$ cat src/rtl/deserializer.sv
// Serial-to-parallel receive stage: rebuilds MSB-first words of 1..16 bits into a FWFT FIFO.
// Define DESER_LEN_CHECK_EN to discard 1/2-bit words and pulse len_err_o.
`timescale 1ns/1ps
module deserializer #(
    parameter int FIFO_DEPTH = 4
) (
    input  logic        clk_i,
    input  logic        arst_n_i,
    input  logic        ser_data_i,
    input  logic        ser_data_val_i,
    output logic [15:0] deser_data_o,
    output logic [4:0]  deser_len_o,
    output logic        deser_val_o,
    input  logic        deser_ready_i,
    output logic        busy_o,
    output logic        ovf_o,
    output logic        len_err_o
);

    localparam int AW = $clog2(FIFO_DEPTH);
    localparam logic [AW:0] PTR_ONE = 1;

    typedef struct packed {
        logic [4:0]  len;
        logic [15:0] data;
    } word_t;

    logic [15:0] shreg_q, shreg_d;
    logic [4:0]  cnt_q, cnt_d;
    logic [15:0] bits;
    logic [3:0]  bit_idx;
    logic        done;
    word_t       done_word;
    logic        len_bad;

    logic        cmp_val_q, cmp_val_d;
    word_t       cmp_q, cmp_d;

    word_t       mem_q [FIFO_DEPTH];
    logic [AW:0] wr_q, rd_q;
    logic        empty, full, pop, push;
    logic        ovf_q, ovf_d;
    word_t       head;

    assign bit_idx = 4'd15 - cnt_q[3:0];

    // Bit collection; a word completes on the 16th bit or on the first gap
    always_comb begin
        shreg_d   = shreg_q;
        cnt_d     = cnt_q;
        bits      = shreg_q;
        done      = 1'b0;
        done_word = '0;
        if (ser_data_val_i) begin
            bits[bit_idx] = ser_data_i;
            if (cnt_q == 5'd15) begin
                done           = 1'b1;
                done_word.len  = 5'd16;
                done_word.data = bits;
                shreg_d        = '0;
                cnt_d          = '0;
            end else begin
                shreg_d = bits;
                cnt_d   = cnt_q + 5'd1;
            end
        end else if (cnt_q != 5'd0) begin
            done           = 1'b1;
            done_word.len  = cnt_q;
            done_word.data = shreg_q;
            shreg_d        = '0;
            cnt_d          = '0;
        end
    end

`ifdef DESER_LEN_CHECK_EN
    assign len_bad = done && (done_word.len <= 5'd2);
`else
    assign len_bad = 1'b0;
`endif

    always_comb begin
        cmp_val_d = done & ~len_bad;
        cmp_d     = cmp_q;
        if (done & ~len_bad) begin
            cmp_d = done_word;
        end
    end

    always_ff @(posedge clk_i or negedge arst_n_i) begin
        if (!arst_n_i) begin
            shreg_q   <= '0;
            cnt_q     <= '0;
            cmp_val_q <= 1'b0;
            cmp_q     <= '0;
        end else begin
            shreg_q   <= shreg_d;
            cnt_q     <= cnt_d;
            cmp_val_q <= cmp_val_d;
            cmp_q     <= cmp_d;
        end
    end

    // A pop in the same cycle frees the slot the registered word lands in
    assign empty = (wr_q == rd_q);
    assign full  = (wr_q[AW] != rd_q[AW]) &&
                   (wr_q[AW-1:0] == rd_q[AW-1:0]);
    assign pop   = ~empty & deser_ready_i;
    assign push  = cmp_val_q & (~full | pop);
    assign ovf_d = cmp_val_q & full & ~pop;

    always_ff @(posedge clk_i or negedge arst_n_i) begin
        if (!arst_n_i) begin
            for (int i = 0; i < FIFO_DEPTH; i++) begin
                mem_q[i] <= '0;
            end
            wr_q  <= '0;
            rd_q  <= '0;
            ovf_q <= 1'b0;
        end else begin
            if (push) begin
                mem_q[wr_q[AW-1:0]] <= cmp_q;
                wr_q                <= wr_q + PTR_ONE;
            end
            if (pop) begin
                rd_q <= rd_q + PTR_ONE;
            end
            ovf_q <= ovf_d;
        end
    end

`ifdef DESER_LEN_CHECK_EN
    logic lerr_q;

    always_ff @(posedge clk_i or negedge arst_n_i) begin
        if (!arst_n_i) begin
            lerr_q <= 1'b0;
        end else begin
            lerr_q <= len_bad;
        end
    end

    assign len_err_o = lerr_q;
`else
    assign len_err_o = 1'b0;
`endif

    assign head         = mem_q[rd_q[AW-1:0]];
    assign deser_data_o = head.data;
    assign deser_len_o  = head.len;
    assign deser_val_o  = ~empty;
    assign busy_o       = (cnt_q != 5'd0);
    assign ovf_o        = ovf_q;

endmodule

$ cat config.mk
export PLATFORM = sky130hd
export DESIGN_NAME = deserializer
export DESIGN_NICKNAME = d
export VERILOG_FILES = /design/src/rtl/deserializer.sv
export SDC_FILE = /design/constraint.sdc
export NUM_CORES = 1
export LEC_CHECK = 0
export CORE_UTILIZATION = 55
export DETAILED_ROUTE_END_ITERATION = 10
export GPL_ROUTABILITY_DRIVEN = 0
export PLACE_DENSITY = 0.74
export SYNTH_ARGS = -nofsm -noshare
export SYNTH_HDL_FRONTEND = slang
export SYNTH_SLANG_ARGS = --single-unit
$ cat constraint.sdc
create_clock -name clk_i -period 2.5 [get_ports clk_i]
set_input_delay 0.75 -clock clk_i [delete_from_list [all_inputs] [get_ports clk_i]]
set_output_delay 0.75 -clock clk_i [all_outputs]
set_load 0.02 [all_outputs]
## Yosys cells after proc, flatten, opt, wreduce, memory -nomap -nowiden

Cells that the tools add are included.

- Register bits after elaboration: 134
- Input bits: 5
- Output and inout port bits: 25
- Logic and storage cells: 65

- Add/sub/neg operators: 4
- Order comparisons: 5
- Equality and inequality tests: 4
- Muxes and demuxes: 21
- Bitwise operators: 10
- Reduce and logical (&&, ||, !) cells: 5

Operators with widths:

| kind | number |
|---|---|
| $mux W21 | 6 |
| $bwmux W84 | 1 |
| $mux W16 | 3 |
| $bmux W21 S2 | 1 |
| $demux W21 S2 | 1 |
| $bwmux W16 | 1 |
| $mux W5 | 3 |
| $add A3 B1 Y3 const B | 2 |
| $ge A3 B3 Y1 const B | 2 |
| $not A2 Y3 | 2 |
| $add A5 B1 Y5 const B | 1 |
| $eq A5 B4 Y1 const B | 1 |
| $lt A4 B5 Y1 const B | 1 |
| $reduce_bool A5 Y1 | 1 |
| $and A1 B1 Y1 | 4 |
| $demux W1 S4 | 1 |
| $ge A4 B1 Y1 const B | 1 |
| $mux W1 | 4 |
| $sub A4 B4 Y4 const A | 1 |
| $eq A3 B3 Y1 | 1 |
| $logic_and A1 B1 Y1 | 3 |
| $lt A3 B1 Y1 const B | 1 |
| $not A1 Y1 | 3 |
| $eq A2 B2 Y1 | 1 |
| other kinds (3) | 3 |

## Depth between registers and ports, before layout

- Depth in word-level cells: 8
- Depth in mapped cells: 9
- Mapped depth without buffers: 8

## Worst setup path before layout

OpenSTA, ideal clock, no wires.

- Path type: register to output
- From: register rd_q[0]
- To: output port deser_data_o[0]
- Arrival: 1.370 ns
- Path slack: 0.380 ns
- Stages on the path, launching flop included: 4
- Path through: dfrtp_1 > buf_4 > buf_2 > mux4_2

- Longest elaborated chain between the ends: 4

RTL lines:

| element | line | RTL |
|---|---|---|
| start: declaration | 40 | `logic [AW:0] wr_q, rd_q;` |
| start signal: assignment | 125 | `rd_q <= rd_q + PTR_ONE;` |
| $not A2 Y3 (implied by the code) | 147 | `assign head = mem_q[rd_q[AW-1:0]];` |
| $bmux W21 S2 | 147 |  |
| $mux W21 (implied by the code) (2 in series) | 147 |  |
| end: declaration | 11 | `output logic [15:0] deser_data_o,` |

No other way between the ends. The select of a mux whose other input is x is not followed.

## Worst setup path in the final report

- From: register rd_q[0]
- To: output port deser_data_o[7]

Same word-level chain as after synthesis.

==> impl_metrics.yaml <==
route:
  num_vias: 3760
  drtIter0Drc: 326
  antenna_left: 0
  first_pass_iters: 4
  drcViolationCount: 0
  vias_per_cell: 5.82
  wl_um: 12800
  wl_per_cell_um: 19.8
sta:
  fin_crit_ps: 2510
  hold_violations: 0
  clock_skew_ps: 8.67
  whs_ps: 331
  min_period_over_period_pct: 100
  slew_headroom_pct: 46.2
  rsz0062_at_grt: "true"
  setup_viol: 4
  drv_slew: 0
  setup_ws_ps: -11.9
  worst_pin_slew_ps: 807
  max_freq_mhz: 398
grt:
  grt_pass1_vias: 3937
  overflow: 0
  grt.total_usage_pct: 23.9
  antenna_found_initial: 0
  grt_max_degree: 45
  grt_pass1_wl_um: 21100
floorplan:
  num_rows: 39
  die_h_um: 110
  ioPinCount: 30
  core_area_um2: 11400
  die_x_um: 110
  die-area_um2: 12100
  start_util_pct: 56.4
cts:
  cts.sinks: 134
  cts_tree: "yes"
  hold_buffers: 0
  clock_latency_ps: 420
  cts_buffer_depth: 2
  clk_pin_slew_ps: 60
  cts_inserted_buffers: 17
  clock-root-buffer: "clkbuf_16"
  htree_levels: 4
critical_path:
  path_max_fanout: 5
  crit_arrival_ps: 1760
  startpoint_type: "register"
  r2r_cells: 8
  timing.rr.end: "mem_q[5]"
  rrSetupSlack_ps: 270
  cp-end-kind: "output port"
  rr_startpoint: "rd_q[0]"
  required_ps: 1750
  worstSetupPathType: "reg -> out"
finish:
  drive_above_1_share_pct: 41.0
  n_antenna_cell: 0
  fin_area_um2: 7700
  fin_util_pct: 67.4
  nets: 504
  syn2layout_area_growth_pct: 19.5
outcome:
  status: "finished, violations left"
  violations: "setup timing"
logic_synthesis:
  synth-seq-cells: 134
  syn_inst: 440
  synth_area_um2: 6440
  yosysUniqueCellTypes: 37
  avgSynthCellArea_um2: 14.6
  yosysWarnings: 0
  synth_fp_nets: 454
  yosysSeqAreaShare_pct: 52.1
min_path:
  min_path_type: "in -> async"
power_and_ir_drop:
  p_leak_uw: 0.00380
  power_density_nw_per_um2: 1360
  ir_drop_mv: 1.11
place:
  hpwl_um: 7800
  place_ws_ps: -18.1
  placed_area_um2: 7000
  port_buffers: 28
flow_run:
  drv_cap: 0
==> state kept, by name (all words and copies together), names as in the netlist <==
register	flops
cmp_q	21
rd_q	3
mem_q	84
cnt_q	5
ovf_o	1
shreg_q	16
cmp_val_q	1
wr_q	3
==> worst max path at each step <==
stage          depth (start not counted)         endpoint          start  slack (ps)
3_3_place_gp                           6        mem_q[10]  deser_ready_i          40
3_5_place_dp                           6         mem_q[4]  deser_ready_i         -20
2_1_floorplan                          3  deser_data_o[0]        rd_q[0]         380
6_report                               4  deser_data_o[7]        rd_q[0]         -10
4_1_cts                                5      deser_val_o        rd_q[0]         -70
5_1_grt                                4  deser_data_o[7]        rd_q[0]         -60
==> critical path: stages, from the launching register on <==
cell,delay [ps]
dfrtp_2,400
buf_6,140
buf_12,120
mux4_2,530
buf_6,150
==> cell usage after synthesis (all sizes together) <==
cell     number  share of area, %
mux4         21               7.3
nand3b        8              0.93
nand2        26               2.0
mux2i        16               2.5
a2bb2oi      12               1.6
a32o          1              0.16
mux2         85                19
buf          19               2.3
a22o          5              0.68
nor3          1             0.078
nor3b         4              0.47
and3          1             0.097
inv           9              0.52
o21ai        19               1.5
dfrtp       134                52
xor2          2              0.27
nor2         20               1.2
a21oi        14               1.1
or2           3              0.29
xnor2         6               1.0
nand4b        1              0.14
conb          1             0.058
ha            9               1.7
a41oi         1              0.43
a31oi         2              0.19
a221o         4              0.62
clkbuf       10              0.58
nor4b         1              0.23
nand3         5              0.39
==> logic make-up after synthesis <==
group / count (synthesis) / share of synthesized area (%)
AO/OA/AOI/OAI: 58 / 6.28
XOR/XNOR: 8 / 1.32
adder cells (fa/ha/maj): 9 / 1.75
buffers and inverters: 38 / 3.42
flip-flops: 134 / 52.1
multiplexers: 122 / 29.3
other: 1 / 0.0582
AND/OR/NAND/NOR: 70 / 5.81
==> power by group <==
| group | switching [uW] | internal (uW) | leakage (uW) |
|---|---|---|---|
| sequential | 613 | 2950 | 0.00172 |
| clock | 891 | 1570 | 0.000290 |
| combinational | 1870 | 2580 | 0.00179 |
| total | 3370 | 7090 | 0.00380 |
==> metrics by stage <==
step           setup TNS, ps  std cells  total power (uW)
2_1_floorplan              0        440              6350
3_3_place_gp               0        606              7570
3_5_place_dp            -133        606              7720
4_1_cts                 -279        643             10200
5_1_grt                 -591        646             11000
6_report               -21.4        646             10500
==> placed cells by master, fill, tap and decap left out, drive strengths merged, types with 2 or more instances in the layout <==
cell / netlist / layout
a31oi: 2 / 2
nor3b: 4 / 4
dfrtp: 134 / 134
nand2: 26 / 26
xor2: 2 / 2
ha: 9 / 9
xnor2: 6 / 6
or2: 3 / 3
nand3: 5 / 5
clkbuf: 10 / 26
clkinv: 0 / 5
mux2i: 16 / 16
clkdlybuf4s50: 0 / 4
bufinv: 0 / 2
buf: 19 / 54
o21ai: 19 / 19
mux2: 85 / 85
a21oi: 14 / 14
a221o: 4 / 4
nor2: 20 / 20
a2bb2oi: 12 / 12
mux4: 21 / 21
a22o: 5 / 5
inv: 9 / 9
nand3b: 8 / 8
==> per-layer routing <==
layer	routed length (um)	vias to the layer above	global-route usage (%)
met4	257	0	10.9
met3	424	25	5.64
met2	6180	72	36.5
met1	5940	1968	32.5
met5	0	-	0
li1	-	1695	-
==> final cells by class <==
type | instances | area, um2
fill | 781 | 3720
sequential | 134 | 3350
multi-input combinational | 268 | 2890
timing repair buffer | 60 | 651
clock buffer | 24 | 492
tap | 143 | 179
clock inverter | 8 | 96.3
inverter | 9 | 33.8
==> repair_timing <==
action                                  in CTS  in global routing
endpoints found under the setup margin      23                 21
pin swaps                                    1                  1
gates cloned                                 2                  0
setup buffers                                3                  3
resized for setup                          102                 28
Power figures use the tool's default switching activity.
